## src/rtl/mem_stage_if.sv

```systemverilog
// Execute-to-memory stage handshake and payload bundle.
// Carries es_ld_type only when MEM_SUBWORD_LOAD_EN is defined.
interface mem_stage_if #(
   parameter int RF_ADDR_W = 5,
   parameter int DATA_W    = 32
);
   logic                 es_to_ms_valid;
   logic                 ms_allowin;
   logic [DATA_W-1:0]    es_pc;
   logic                 es_rf_we;
   logic [RF_ADDR_W-1:0] es_rf_waddr;
   logic [DATA_W-1:0]    es_alu_result;
   logic                 es_res_from_mem;
`ifdef MEM_SUBWORD_LOAD_EN
   logic [2:0]           es_ld_type;
`endif

   modport master (
      output es_to_ms_valid,
      output es_pc,
      output es_rf_we,
      output es_rf_waddr,
      output es_alu_result,
      output es_res_from_mem,
`ifdef MEM_SUBWORD_LOAD_EN
      output es_ld_type,
`endif
      input  ms_allowin
   );

   modport slave (
      input  es_to_ms_valid,
      input  es_pc,
      input  es_rf_we,
      input  es_rf_waddr,
      input  es_alu_result,
      input  es_res_from_mem,
`ifdef MEM_SUBWORD_LOAD_EN
      input  es_ld_type,
`endif
      output ms_allowin
   );
endinterface

```

## src/rtl/mem_stage.sv

```systemverilog
// Memory-access pipeline stage: captures SRAM read data, selects writeback data.
// Optional sub-word loads enabled by defining MEM_SUBWORD_LOAD_EN.
module mem_stage #(
   parameter int RF_ADDR_W = 5,
   parameter int DATA_W    = 32
) (
   input  logic                 clk,
   input  logic                 resetn,
   input  logic                 ws_allowin,
   mem_stage_if.slave           es,
   input  logic [DATA_W-1:0]    data_sram_rdata,
   output logic                 ms_to_ws_valid,
   output logic [DATA_W-1:0]    ms_pc,
   output logic                 ms_rf_we,
   output logic [RF_ADDR_W-1:0] ms_rf_waddr,
   output logic [DATA_W-1:0]    ms_rf_wdata,
   output logic                 ms_res_from_mem
);

   typedef struct packed {
      logic [DATA_W-1:0]    pc;
      logic                 rf_we;
      logic [RF_ADDR_W-1:0] rf_waddr;
      logic [DATA_W-1:0]    alu_result;
      logic                 res_from_mem;
`ifdef MEM_SUBWORD_LOAD_EN
      logic [2:0]           ld_type;
`endif
   } es_ms_t;

   es_ms_t            ms_q;
   es_ms_t            es_d;
   logic              ms_valid;
   logic              ms_first;
   logic              ms_ready_go;
   logic              ms_allowin;
   logic              accept;
   logic [DATA_W-1:0] rdata_hold;
   logic [DATA_W-1:0] mem_word;
   logic [DATA_W-1:0] load_data;

   assign ms_ready_go    = 1'b1;
   assign ms_allowin     = !ms_valid || (ms_ready_go && ws_allowin);
   assign es.ms_allowin  = ms_allowin;
   assign accept         = es.es_to_ms_valid && ms_allowin;
   assign ms_to_ws_valid = ms_valid && ms_ready_go;

   always_comb begin
      es_d              = '0;
      es_d.pc           = es.es_pc;
      es_d.rf_we        = es.es_rf_we;
      es_d.rf_waddr     = es.es_rf_waddr;
      es_d.alu_result   = es.es_alu_result;
      es_d.res_from_mem = es.es_res_from_mem;
`ifdef MEM_SUBWORD_LOAD_EN
      es_d.ld_type      = es.es_ld_type;
`endif
   end

   always_ff @(posedge clk) begin
      if (!resetn) begin
         ms_valid <= 1'b0;
      end else if (ms_allowin) begin
         ms_valid <= es.es_to_ms_valid;
      end
   end

   // SRAM data is only valid in the first cycle after accept
   always_ff @(posedge clk) begin
      if (!resetn) begin
         ms_first <= 1'b0;
      end else begin
         ms_first <= accept;
      end
   end

   always_ff @(posedge clk) begin
      if (!resetn) begin
         ms_q <= '0;
      end else if (accept) begin
         ms_q <= es_d;
      end
   end

   always_ff @(posedge clk) begin
      if (!resetn) begin
         rdata_hold <= '0;
      end else if (ms_first) begin
         rdata_hold <= data_sram_rdata;
      end
   end

   assign mem_word = ms_first ? data_sram_rdata : rdata_hold;

`ifdef MEM_SUBWORD_LOAD_EN
   logic [1:0]  addr_lo;
   logic [7:0]  ld_byte;
   logic [15:0] ld_half;

   assign addr_lo = ms_q.alu_result[1:0];
   assign ld_half = addr_lo[1] ? mem_word[31:16]
                               : mem_word[15:0];

   always_comb begin
      ld_byte = mem_word[7:0];
      unique case (addr_lo)
         2'd0: ld_byte = mem_word[7:0];
         2'd1: ld_byte = mem_word[15:8];
         2'd2: ld_byte = mem_word[23:16];
         2'd3: ld_byte = mem_word[31:24];
      endcase
   end

   always_comb begin
      load_data = mem_word;
      unique case (1'b1)
         (ms_q.ld_type == 3'd1):
            load_data = {{(DATA_W-8){ld_byte[7]}}, ld_byte};
         (ms_q.ld_type == 3'd2):
            load_data = {{(DATA_W-8){1'b0}}, ld_byte};
         (ms_q.ld_type == 3'd3):
            load_data = {{(DATA_W-16){ld_half[15]}}, ld_half};
         (ms_q.ld_type == 3'd4):
            load_data = {{(DATA_W-16){1'b0}}, ld_half};
         default:
            load_data = mem_word;
      endcase
   end
`else
   assign load_data = mem_word;
`endif

   assign ms_pc           = ms_q.pc;
   assign ms_rf_waddr     = ms_q.rf_waddr;
   assign ms_rf_we        = ms_valid && ms_q.rf_we;
   assign ms_res_from_mem = ms_valid && ms_q.res_from_mem;
   assign ms_rf_wdata     = ms_q.res_from_mem ? load_data
                                              : ms_q.alu_result;

endmodule

```

## src/flat_wrapper.sv

```systemverilog
// flat-port wrapper written by rule: the top's interface ports become plain ports
module mem_stage_flat 
#(
   parameter int RF_ADDR_W = 5,
   parameter int DATA_W    = 32
)
  (clk, resetn, ws_allowin, data_sram_rdata, ms_to_ws_valid, ms_pc, ms_rf_we, ms_rf_waddr, ms_rf_wdata, ms_res_from_mem, es_es_to_ms_valid, es_es_pc, es_es_rf_we, es_es_rf_waddr, es_es_alu_result, es_es_res_from_mem, es_ms_allowin);
  mem_stage_if #(.RF_ADDR_W(RF_ADDR_W), .DATA_W(DATA_W)) es_i ();
  input  logic clk;
  input  logic resetn;
  input  logic ws_allowin;
  input  logic [DATA_W-1:0] data_sram_rdata;
  output logic ms_to_ws_valid;
  output logic [DATA_W-1:0] ms_pc;
  output logic ms_rf_we;
  output logic [RF_ADDR_W-1:0] ms_rf_waddr;
  output logic [DATA_W-1:0] ms_rf_wdata;
  output logic ms_res_from_mem;
  input wire logic [$bits(es_i.es_to_ms_valid)-1:0] es_es_to_ms_valid;
  input wire logic [$bits(es_i.es_pc)-1:0] es_es_pc;
  input wire logic [$bits(es_i.es_rf_we)-1:0] es_es_rf_we;
  input wire logic [$bits(es_i.es_rf_waddr)-1:0] es_es_rf_waddr;
  input wire logic [$bits(es_i.es_alu_result)-1:0] es_es_alu_result;
  input wire logic [$bits(es_i.es_res_from_mem)-1:0] es_es_res_from_mem;
  output wire logic [$bits(es_i.ms_allowin)-1:0] es_ms_allowin;
  assign es_i.es_to_ms_valid = es_es_to_ms_valid;
  assign es_i.es_pc = es_es_pc;
  assign es_i.es_rf_we = es_es_rf_we;
  assign es_i.es_rf_waddr = es_es_rf_waddr;
  assign es_i.es_alu_result = es_es_alu_result;
  assign es_i.es_res_from_mem = es_es_res_from_mem;
  assign es_ms_allowin = es_i.ms_allowin;
  mem_stage #(.RF_ADDR_W(RF_ADDR_W), .DATA_W(DATA_W)) u_core (.clk(clk), .resetn(resetn), .ws_allowin(ws_allowin), .es(es_i), .data_sram_rdata(data_sram_rdata), .ms_to_ws_valid(ms_to_ws_valid), .ms_pc(ms_pc), .ms_rf_we(ms_rf_we), .ms_rf_waddr(ms_rf_waddr), .ms_rf_wdata(ms_rf_wdata), .ms_res_from_mem(ms_res_from_mem));
endmodule
```

## config.mk

```make
export PLATFORM = sky130hd
export DESIGN_NAME = mem_stage_flat
export DESIGN_NICKNAME = d
export VERILOG_FILES = /design/src/rtl/mem_stage_if.sv /design/src/rtl/mem_stage.sv /design/src/flat_wrapper.sv
export SDC_FILE = /design/constraint.sdc
export NUM_CORES = 1
export LEC_CHECK = 0
export CAP_MARGIN = 25
export CORE_MARGIN = 8
export CORE_UTILIZATION = 48
export DETAILED_ROUTE_END_ITERATION = 8
export GPL_TIMING_DRIVEN = 1
export PLACE_DENSITY_LB_ADDON = 0.15
export SYNTH_ARGS = -nofsm -noshare
export SYNTH_HDL_FRONTEND = slang
export SYNTH_SLANG_ARGS = --single-unit
```

## constraint.sdc

```tcl
create_clock -name clk -period 2.2 [get_ports clk]
set_clock_uncertainty 0.2 [all_clocks]
set_input_delay 0.33 -clock clk [delete_from_list [all_inputs] [get_ports clk]]
set_output_delay 0.33 -clock clk [all_outputs]
set_load 0.02 [all_outputs]
```

After elaboration in Yosys (flattened, before gate mapping)
Cells that the tools add are included.
{"block": "totals", "register_bits": 105, "latch_bits": 0, "ramBits": 0, "rom_bits": 0, "inputBits": 107, "out_inout_bits": 73, "word_cells": 15, "n_memories": 0}
{"block": "classes", "n_addsub": 0, "mul": 0, "div": 0, "n_lt_le_gt_ge": 0, "n_eq_ne": 0, "n_shift": 0, "muxes": 2, "bitwise_logic": 0, "reduce_logical": 5}
{"op": "32-bit 2-to-1 mux", "n": 2}
{"op": "1-bit logical AND", "n": 3}
{"op": "1-bit logical NOT", "n": 1}
{"op": "1-bit logical OR", "n": 1}

Longest topological paths before layout
Gate-level depths: netlist of the first run.
{"block": "depth", "ltp_word": 3, "depth_mapped": 5, "mapped_depth_nobuf": 3}

Least setup slack after synthesis of the first run
OpenSTA, ideal clock, no wires.
{"block": "synth_path", "path_kind": "flip-flop to output port", "startpoint": "reg u_core.ms_first", "endpoint": "out ms_rf_wdata[10]", "arrival_ns": 1.108, "required_ns": 1.670, "path_slack_ns": 0.562, "path_stages_with_launch": 5, "n_path_buf": 2, "path_cell_list": "dfxtp_1 > buf_2 > buf_4 > mux2i_1 > a21oi_1"}
{"block": "synth_between", "elab_chain_len": 2}
{"element": "start, declared", "line_no": "mem_stage.sv:34", "text": "logic ms_first;"}
{"element": "start signal, assigned", "line_no": "mem_stage.sv:73", "text": "ms_first <= accept;"}
{"element": "32-bit 2-to-1 mux", "line_no": "mem_stage.sv:93", "text": "assign mem_word = ms_first ? data_sram_rdata : rdata_hold;"}
{"element": "32-bit 2-to-1 mux", "line_no": "mem_stage.sv:137", "text": "assign ms_rf_wdata = ms_q.res_from_mem ? load_data"}
{"element": "end, declared", "line_no": "flat_wrapper.sv:17", "text": "output logic [DATA_W-1:0] ms_rf_wdata;"}
No other way between the ends.

Worst setup path after layout of the first run
{"block": "layout_path", "startpoint": "reg u_core.ms_first", "endpoint": "out ms_rf_wdata[25]"}
The elaborated chain is that of the path after synthesis.

==> impl_metrics.csv, run 1 <==
group,metric,value,unit
run_status,status,"finished with violations",
run_status,violations,"negative setup slack",
routing,drt_iter0_drc,159,
power_and_ir_drop,p_leak,2.734,nW
sta,worstMarginPinSlew,0.4545,ns
synthesis,syn_nets,635,
power_and_ir_drop,pwr_density_cell,644.1,mW/mm^2
routing,drtPass1Iterations,4,
die,ios,180,
power_and_ir_drop,peakVddDrop,0.0003965,V
sta,min_period,2.210,ns
sta,fin_crit_sh,100.4,%
routing,routedWlPerCell,14.98,um
global_route,grt_pass1_wl,18310,um
synthesis,ys_seq_area_share,44.04,%
setup_path,critPathLaunchType,"register",
setup_path,critPathKind,"register to output port",
routing,antenna_left,0,
worst_hold_path,hp-class,"input port to register",
placed_design,dp_hpwl,8443,um
sta,rsz0062_at_grt,"yes",
die,initial_utilization,49.06,%
sta,hold_viol,0,
routing,wl,11980,um
routing,drcViolationCount,0,
setup_path,reg2reg_from,"u_core.ms_to_ws_valid",
global_route,grt_max_degree,85,
clocking,numCtsBuffers,9,
setup_path,worstSetupEndpointType,"output port",
global_route,grt_overflow,0,
worst_hold_path,min_from,"resetn",
global_route,grt_pass1_vias,3852,
sta,setup_slack,-0.009837,ns
synthesis,yosysWarnings,0,
global_route,grt_usage,17.07,%
placed_design,dp_cells,776,
synthesis,syn_area,0.004773,sq mm
sta,slew_viol_final,0,
clocking,cts_tree,"done",
synthesis,synth_cell_types,16,
global_route,gr-usage-met1,19.24,%
die,num_rows,36,
die,core-area,0.009729,sq mm
global_route,grt_antenna_before_repair,0,
global_route,use_met2,28.80,%
setup_path,cp-startpoint,"u_core.ms_first",
placed_design,place_congestion,0.7468,
clocking,cts_hold_repair.buffers,0,
cells_and_area,design_area,0.006685,sq mm
placed_design,detailedPlace.worstSlack,-0.03337,ns
clocking,cts_root_buffer,"clkbuf_8",
global_route,busiest_layer,"met2",
placed_design,port_buffers,179,
routing,vias,3771,
clocking,clk_latency,0.35,ns
cells_and_area,stdcell_count,800,
global_route,use_met3,6.774,%
sta,setup_viol,1,
setup_path,arrival,1.68,ns
clocking,cts.htree.levels,3,
clocking,cts_buffer_depth,2,
placed_design,placed_cell_area,0.006331,sq mm
clocking,path_clk_slew,0.10,ns
cells_and_area,syn2layout_area_growth,40.05,%
setup_path,path_max_fanout,11,
die,die_y,115.7,um
run,cap_viol_max_count,0,
routing,vias_per_cell,4.714,
cells_and_area,layout.nets,769,
cells_and_area,drive_gt1_share,11.84,%
synthesis,synth_area_per_cell,9.040,sq um
die,die_w,115.7,um
synthesis,synth_seq_cells,105,
setup_path,cp_data_required_time,1.67,ns
cells_and_area,diodes,0,
sta,slew_headroom,69.70,%
die,die_area,0.01339,sq mm
sta,fmaxAchievable,452.5,MHz
synthesis,synthCells,528,
clocking,clock-sinks,105,
-- synthesized netlist by cell type --
library cell	number	area share, %
clkbuf_1	20	1.6
buf_12	8	3.4
buf_2	7	0.73
a21boi_0	1	0.16
mux2i_1	103	22
and3_2	1	0.16
dfxtp_1	105	44
nand2_1	142	11
nand2b_4	1	0.29
inv_1	1	0.079
a21oi_1	32	3.4
and2_4	1	0.18
buf_4	40	6.3
and2_2	2	0.31
nor2_1	32	2.5
nor2b_1	32	4.2
-- routing by layer --
metal  vias to the layer above  routed length (um)  share of wire (%)
met1                      1713                4991                 42
met2                       113                5675                 47
met3                        15                1142                9.5
met5                         -                   0                  0
met4                         0                 170                1.4
li1                       1930                   -                  -
-- state kept, by name, indices dropped and copies added (netlist names) --
register / count
u_core.rdata_hold: 32
u_core.ms_first: 1
u_core.ms_q: 34
u_core.ms_to_ws_valid: 1
u_core.ms_rf_waddr: 5
u_core.ms_pc: 32
-- where the power goes --
group	switching [W]	internal, W
Clock	0.000636	0.000590
Combinational	0.000477	0.000525
Sequential	0.0000620	0.00202
-- metrics by stage --
step           hold slack [ns]   TNS (ns)  total power [W]  utilization [%]
6_report               0.09932  -0.009837         0.004306            68.71
5_1_grt                0.09317    -0.5971         0.004508            68.71
4_1_cts                0.08044   -0.06026         0.004299            66.96
3_5_place_dp            0.2457    -0.1212         0.003120            65.07
3_3_place_gp            0.2384   -0.06251         0.003098            65.07
2_1_floorplan           0.2300          0         0.002702                -
-- placed cells by master (no fill, tap or decap), types with 2 or more instances in the layout --
cell / count
clkdlybuf4s50_1: 145
nand2_1: 142
dfxtp_1: 103
mux2i_1: 82
nor2_1: 32
a21oi_1: 32
nor2b_1: 32
mux2i_2: 13
clkbuf_2: 12
clkbuf_8: 11
buf_4: 11
dlygate4sd2_1: 11
mux2i_4: 8
buf_12: 8
clkdlybuf4s15_1: 6
buf_2: 4
and2_2: 2
-- final timing paths --
path                                         endpoint  slack [ns]  cells past startpoint
worst min-delay path                  u_core.ms_q[14]         0.1                      3
worst max register to register  u_core.ms_rf_waddr[2]        0.75                      4
worst min register to register        u_core.ms_q[11]        0.26                      2
worst max-delay path                  ms_rf_wdata[25]       -0.01                      4
-- final cells by class --
type / count / area, sq um
multi-input combinational: 347 / 2246
clock inverter: 4 / 51.30
clock buffer: 12 / 155.1
inverter: 1 / 3.754
sequential: 105 / 2107
timing repair buffer: 198 / 1956
tap: 133 / 166.4
fill: 805 / 3044
-- cells by family after synthesis --
group | Yosys count | synth area share (%)
buffers and inverters | 76 | 12.03
AOI/OAI and AO/OA | 33 | 3.512
and+or+nand+nor | 211 | 18.82
DFF | 105 | 44.04
muxes | 103 | 21.60
-- worst max-delay path, stage by stage (launching register included) --
cell and delay, ns:
dfxtp_4 0.45, buf_12 0.17, mux2i_1 0.27, a21oi_1 0.10, dlygate4sd2_1 0.33
-- timing repair --
| action | CTS | global route |
|---|---|---|
| pin swaps | 0 | 0 |
| gates cloned | 0 | 1 |
| endpoints found under the setup margin | 33 | 28 |
| setup buffers | 1 | 6 |
| gates resized for setup | 41 | 64 |
| hold endpoints to repair | 0 | 0 |
Note: power is estimated with default switching activity, not from simulation.
==> inputs of run 2 (changes only) <==
- CORE_MARGIN: 8 -> default
==> run 2 against run 1 <==
Compared with the run above:
- the run now ends clean
- power increased by 0.94%
- critical path depth did not move
- sequential cell count unchanged
- cell count fell by 0.25%
- critical path type unchanged
==> impl_metrics.csv, run 2 (same netlist as run 1, synthesis figures left out) <==
group,metric,value,unit
power_and_ir_drop,pwr-share-clk,29.1,%
routing,wl,11180,um
clocking,path_clk_slew,0.10,ns
die,core-area,0.009684,sq mm
cells_and_area,regMostFlops,"u_core.ms_q",
sta,slew_headroom,78.59,%
placed_design,port_buffers,179,
power_and_ir_drop,switching_share,27.35,%
cells_and_area,diodes,0,
routing,vias_per_cell,4.778,
routing,antenna_left,0,
power_and_ir_drop,p_seq_share,47.8,%
die,initial_utilization,49.29,%
run,cap_viol_max_count,0,
cells_and_area,fill_cells,755,
sta,setup_viol,0,
worst_hold_path,min_from,"resetn",
cells_and_area,multiInputGateArea,0.002267,sq mm
worst_hold_path,hold_depth,3,
sta,slew_viol_final,0,
clocking,cts_buffer_depth,2,
clocking,numCtsBuffers,9,
global_route,grt_pass1_wl,16520,um
die,num_rows,36,
power_and_ir_drop,power.total,0.004346,W
cells_and_area,final_cell_mix,"clkdlybuf4s50_1 (145), nand2_1 (142), dfxtp_1 (103)",
cells_and_area,layout_commonest_cell,"clkdlybuf4s50_1",
power_and_ir_drop,pwr_density_cell,651.3,mW/mm^2
cells_and_area,largest_reg_flops,34,
cells_and_area,final-seq-area,0.002107,sq mm
die,die_w,101.7,um
global_route,grt_max_degree,87,
die,die_y,101.7,um
sta,rsz0062_at_grt,"yes",
run_status,status,"finished clean",
power_and_ir_drop,internal_power,0.003158,W
setup_path,path_max_fanout,8,
cells_and_area,layout.nets,767,
global_route,grt_antenna_before_repair,0,
setup_path,critPathLaunchType,"register",
cells_and_area,syn2layout_area_growth,39.82,%
routing,routedWlPerCell,14.01,um
sta,setup_slack,0.006820,ns
setup_path,rr_worst_depth,4,
setup_path,cp_data_required_time,1.67,ns
routing,drt_iter0_drc,63,
routing,drtPass1Iterations,6,
die,ios,180,
cells_and_area,stdcell_count,798,
clocking,clock-sinks,105,
power_and_ir_drop,peakVddDrop,0.0003108,V
power_and_ir_drop,comb_power_share,23.1,%
setup_path,rrSetupSlack,0.72,ns
placed_design,dp_cells,773,
die,die_area,0.01035,sq mm
power_and_ir_drop,p_leak,2.718,nW
sta,hold_viol,0,
worst_hold_path,hp-class,"input port to register",
sta,fin_crit_sh,99.69,%
global_route,grt_pass1_vias,3622,
sta,min_period,2.193,ns
clocking,cts_root_buffer,"clkbuf_8",
setup_path,worstSetupEndpointType,"output port",
worst_hold_path,whs_endpoint,"u_core.ms_q[15]",
routing,drcViolationCount,0,
global_route,grt_overflow,0,
clocking,clk_latency,0.36,ns
placed_design,place_congestion,0.7462,
clocking,cts_hold_repair.buffers,0,
clocking,cts_tree,"done",
cells_and_area,drive_gt1_share,14.44,%
sta,fmaxAchievable,456.0,MHz
setup_path,critPathKind,"register to output port",
global_route,grt_usage,20.70,%
placed_design,detailedPlace.worstSlack,-0.03689,ns
placed_design,dp_hpwl,7145,um
routing,vias,3813,
setup_path,reg2reg_from,"u_core.ms_to_ws_valid",
power_and_ir_drop,switchingPower,0.001189,W
setup_path,r2r_end,"u_core.ms_q[26]",
clocking,cts.htree.levels,3,
setup_path,arrival,1.66,ns
sta,worstMarginPinSlew,0.3211,ns
-- run 2: cell types whose count changed in the layout (fill, tap and decap cells not counted), moves of 2 or more --
cell             previous run  this run
mux2i_1                    82        74
mux2i_2                    13        22
clkbuf_2                   12        20
clkdlybuf4s15_1             6         1
dlygate4sd2_1              11         6
buf_12                      8         6
-- run 2: worst max path at each step --
stage / from / end / cells past startpoint
after floorplan: u_core.ms_first / ms_rf_wdata[10] / 4
after global placement: data_sram_rdata[0] / ms_rf_wdata[0] / 4
after detailed placement: data_sram_rdata[25] / ms_rf_wdata[25] / 4
after CTS: u_core.ms_first / ms_rf_wdata[25] / 4
after global routing: u_core.ms_first / ms_rf_wdata[7] / 4
final: u_core.ms_first / ms_rf_wdata[12] / 4
-- run 2: routing by layer --
layer,wire length (um),vias up,track usage (%)
met2,5443,127,34.51
met4,306,0,11.93
met1,4592,1731,23.41
met3,835,20,6.418
met5,0,-,0
li1,-,1935,-
-- run 2: worst max-delay path, cell delays in order, from the launching register on --
cell	delay, ns
dfxtp_4	0.44
buf_12	0.18
mux2i_2	0.25
a21oi_1	0.10
dlygate4sd2_1	0.33
-- run 2: repair_timing --
item | CTS | global route
buffers inserted | 0 | 6
pin swaps | 0 | 1
gates cloned | 1 | 2
endpoints found under the setup margin | 33 | 32
resized for setup | 44 | 88
-- run 2: power groups by stage --
stage	registers (W)	clock network, W	logic [W]
after detailed placement	0.00211	0	0.000990
after floorplan	0.00210	0	0.000603
after global placement	0.00211	0	0.000973
final	0.00208	0.00127	0.00100
after CTS	0.00207	0.00131	0.000959
after global routing	0.00209	0.00138	0.00108
-- run 2: per-stage QoR --
stage | area, sq um | util [%] | hold slack, ns | setup TNS (ns)
floorplan | 4773 | - | 0.2300 | 0
global placement | 6296 | 65.01 | 0.2397 | -0.06292
detailed placement | 6296 | 65.01 | 0.2465 | -0.1330
CTS | 6524 | 67.36 | 0.1431 | -0.1837
global route | 6674 | 68.91 | 0.1631 | -0.6141
finish | 6674 | 68.91 | 0.1613 | 0
-- run 2: area by class of cell --
type                    count  area share (%)
clock buffers              12           2.475
clock inverters             4          0.7499
inverters                   1         0.05624
multi-input cells         347           33.97
flip-flops and latches    105           31.57
well taps                 133           2.493
repair buffers            196           28.68
==> inputs of run 3 (changes only) <==
- CORE_UTILIZATION: 48 -> 42
- SLEW_MARGIN: default -> 0
==> run 3 against run 2 <==
Compared with the run above:
- global-route usage down 2.0 points
- combinational power is essentially flat
- critical path depth did not move
- sequential share of layout area barely moved
- largest power group unchanged
- clock-buffer cell count increased by 2
- maximum frequency up 1.7%
- register-to-register slack improved by 0.04 ns
- hold slack gained 0.095 ns
==> impl_metrics.csv, run 3 (same netlist as run 1, synthesis figures left out) <==
group,metric,value,unit
die,ios,180,
worst_hold_path,hp-class,"register to register",
sta,fin_crit_sh,97.99,%
setup_path,cp_data_required_time,1.67,ns
clocking,cts_tree,"done",
clocking,cts_root_buffer,"clkbuf_16",
setup_path,path_max_fanout,16,
global_route,grt_pass1_wl,17200,um
placed_design,port_buffers,179,
clocking,path_clk_slew,0.07,ns
cells_and_area,final-seq-area,0.002107,sq mm
clocking,cts.htree.levels,3,
die,die_area,0.01180,sq mm
setup_path,critPathKind,"register to output port",
setup_path,rrSetupSlack,0.76,ns
worst_hold_path,whs_endpoint,"u_core.ms_pc[31]",
worst_hold_path,min_from,"u_core.ms_pc[31]",
clocking,cts_buffer_depth,2,
routing,drcViolationCount,0,
power_and_ir_drop,power.total,0.004553,W
cells_and_area,multiInputGateArea,0.002203,sq mm
die,num_rows,38,
sta,slew_headroom,74.26,%
setup_path,r2r_end,"u_core.ms_pc[1]",
cells_and_area,largest_reg_flops,34,
placed_design,dp_hpwl,7205,um
setup_path,worstSetupEndpointType,"output port",
run_status,status,"finished clean",
cells_and_area,regMostFlops,"u_core.ms_q",
routing,vias_per_cell,4.720,
cells_and_area,syn2layout_area_growth,39.76,%
die,die_w,108.6,um
cells_and_area,layout_commonest_cell,"clkdlybuf4s50_1",
die,core-area,0.01094,sq mm
cells_and_area,final_cell_mix,"clkdlybuf4s50_1 (145), nand2_1 (142), dfxtp_1 (103)",
global_route,grt_max_degree,98,
sta,min_period,2.156,ns
run,cap_viol_max_count,0,
sta,hold_viol,0,
cells_and_area,diodes,0,
routing,wl,10980,um
global_route,grt_overflow,0,
global_route,grt_pass1_vias,3631,
sta,slew_viol_final,0,
sta,rsz0062_at_grt,"yes",
setup_path,reg2reg_from,"u_core.ms_to_ws_valid",
worst_hold_path,hold_depth,2,
cells_and_area,fill_cells,982,
global_route,grt_antenna_before_repair,0,
routing,vias,3762,
routing,drtPass1Iterations,5,
power_and_ir_drop,p_leak,2.736,nW
cells_and_area,drive_gt1_share,7.915,%
sta,fmaxAchievable,463.9,MHz
cells_and_area,layout.nets,759,
routing,antenna_left,0,
sta,worstMarginPinSlew,0.3861,ns
die,initial_utilization,43.65,%
die,die_y,108.6,um
clocking,numCtsBuffers,9,
setup_path,rr_worst_depth,4,
power_and_ir_drop,peakVddDrop,0.0003186,V
sta,finalSetupTns,0,ns
routing,routedWlPerCell,13.77,um
global_route,grt_usage,18.68,%
sta,setup_viol,0,
setup_path,critPathLaunchType,"register",
clocking,clk_latency,0.33,ns
placed_design,place_congestion,0.7340,
routing,drt_iter0_drc,121,
power_and_ir_drop,pwr_density_cell,682.4,mW/mm^2
setup_path,arrival,1.63,ns
clocking,clock-sinks,105,
==> run 3: cell types whose count changed in the layout (fill, tap and decap cells not counted), moves of 4 or more <==
cell / previous run / this run
mux2i_2: 22 / 15
clkbuf_16: 2 / 9
buf_4: 11 / 3
clkdlybuf4s15_1: 1 / 5
clkbuf_8: 12 / 2
mux2i_1: 74 / 84
clkbuf_2: 20 / 2
dlygate4sd2_1: 6 / 25
==> run 3: critical path, cell delays in order (launching register included) <==
cell,delay [ns]
dfxtp_4,0.39
buf_16,0.19
mux2i_1,0.26
a21oi_1,0.10
dlygate4sd2_1,0.34
==> run 3: where the power goes <==
part	leakage, nW	internal (W)	switching, W
Combinational	1.74	0.000509	0.000467
Sequential	0.864	0.00202	0.0000596
Clock	0.133	0.000830	0.000670
==> run 3: per-layer routing <==
layer / track usage, % / routed length, um / up-vias / share of wire [%]
li1: - / - / 1910 / -
met1: 23.15 / 4917 / 1731 / 45
met2: 30.74 / 5076 / 110 / 46
met3: 5.304 / 848 / 11 / 7.7
met4: 6.757 / 136 / 0 / 1.2
met5: 0 / 0 / - / 0
==> run 3: repair_timing <==
item | in CTS | in global routing
hold buffers | 0 | 0
gates cloned | 1 | 0
pin swaps | 0 | 0
hold endpoints to repair | 0 | 0
buffers inserted | 0 | 1
endpoints found under the setup margin | 33 | 30
resized for setup | 34 | 36
==> run 3: worst max-delay path by stage <==
stage / startpoint / end / slack, ns
final: u_core.ms_first / ms_rf_wdata[1] / 0.04
after global routing: u_core.ms_first / ms_rf_wdata[1] / -0.03
after CTS: u_core.ms_first / ms_rf_wdata[2] / -0.04
after detailed placement: data_sram_rdata[2] / ms_rf_wdata[2] / -0.06
after global placement: data_sram_rdata[2] / ms_rf_wdata[2] / -0.05
after floorplan: u_core.ms_first / ms_rf_wdata[10] / 0.56
==> run 3: cell type report <==
cell class,count,area share (%)
clock buffers,14,3.957
clock inverters,2,0.1875
inverters,1,0.05626
multi-input cells,347,33.03
flip-flops and latches,105,31.58
well taps,140,2.626
repair buffers,188,28.56
==> run 3: per-stage QoR <==
step / worst slack (ns) / hold slack, ns / util (%) / cells / area (sq um)
6_report: 0.04413 / 0.2563 / 61.01 / 797 / 6671
5_1_grt: -0.03135 / 0.2716 / 61.01 / 797 / 6671
4_1_cts: -0.04003 / 0.2591 / 59.99 / 796 / 6560
3_5_place_dp: -0.06315 / 0.2461 / 57.59 / 779 / 6297
3_3_place_gp: -0.05067 / 0.2402 / 57.59 / 779 / 6297
2_1_floorplan: 0.5622 / 0.2300 / - / 528 / 4773
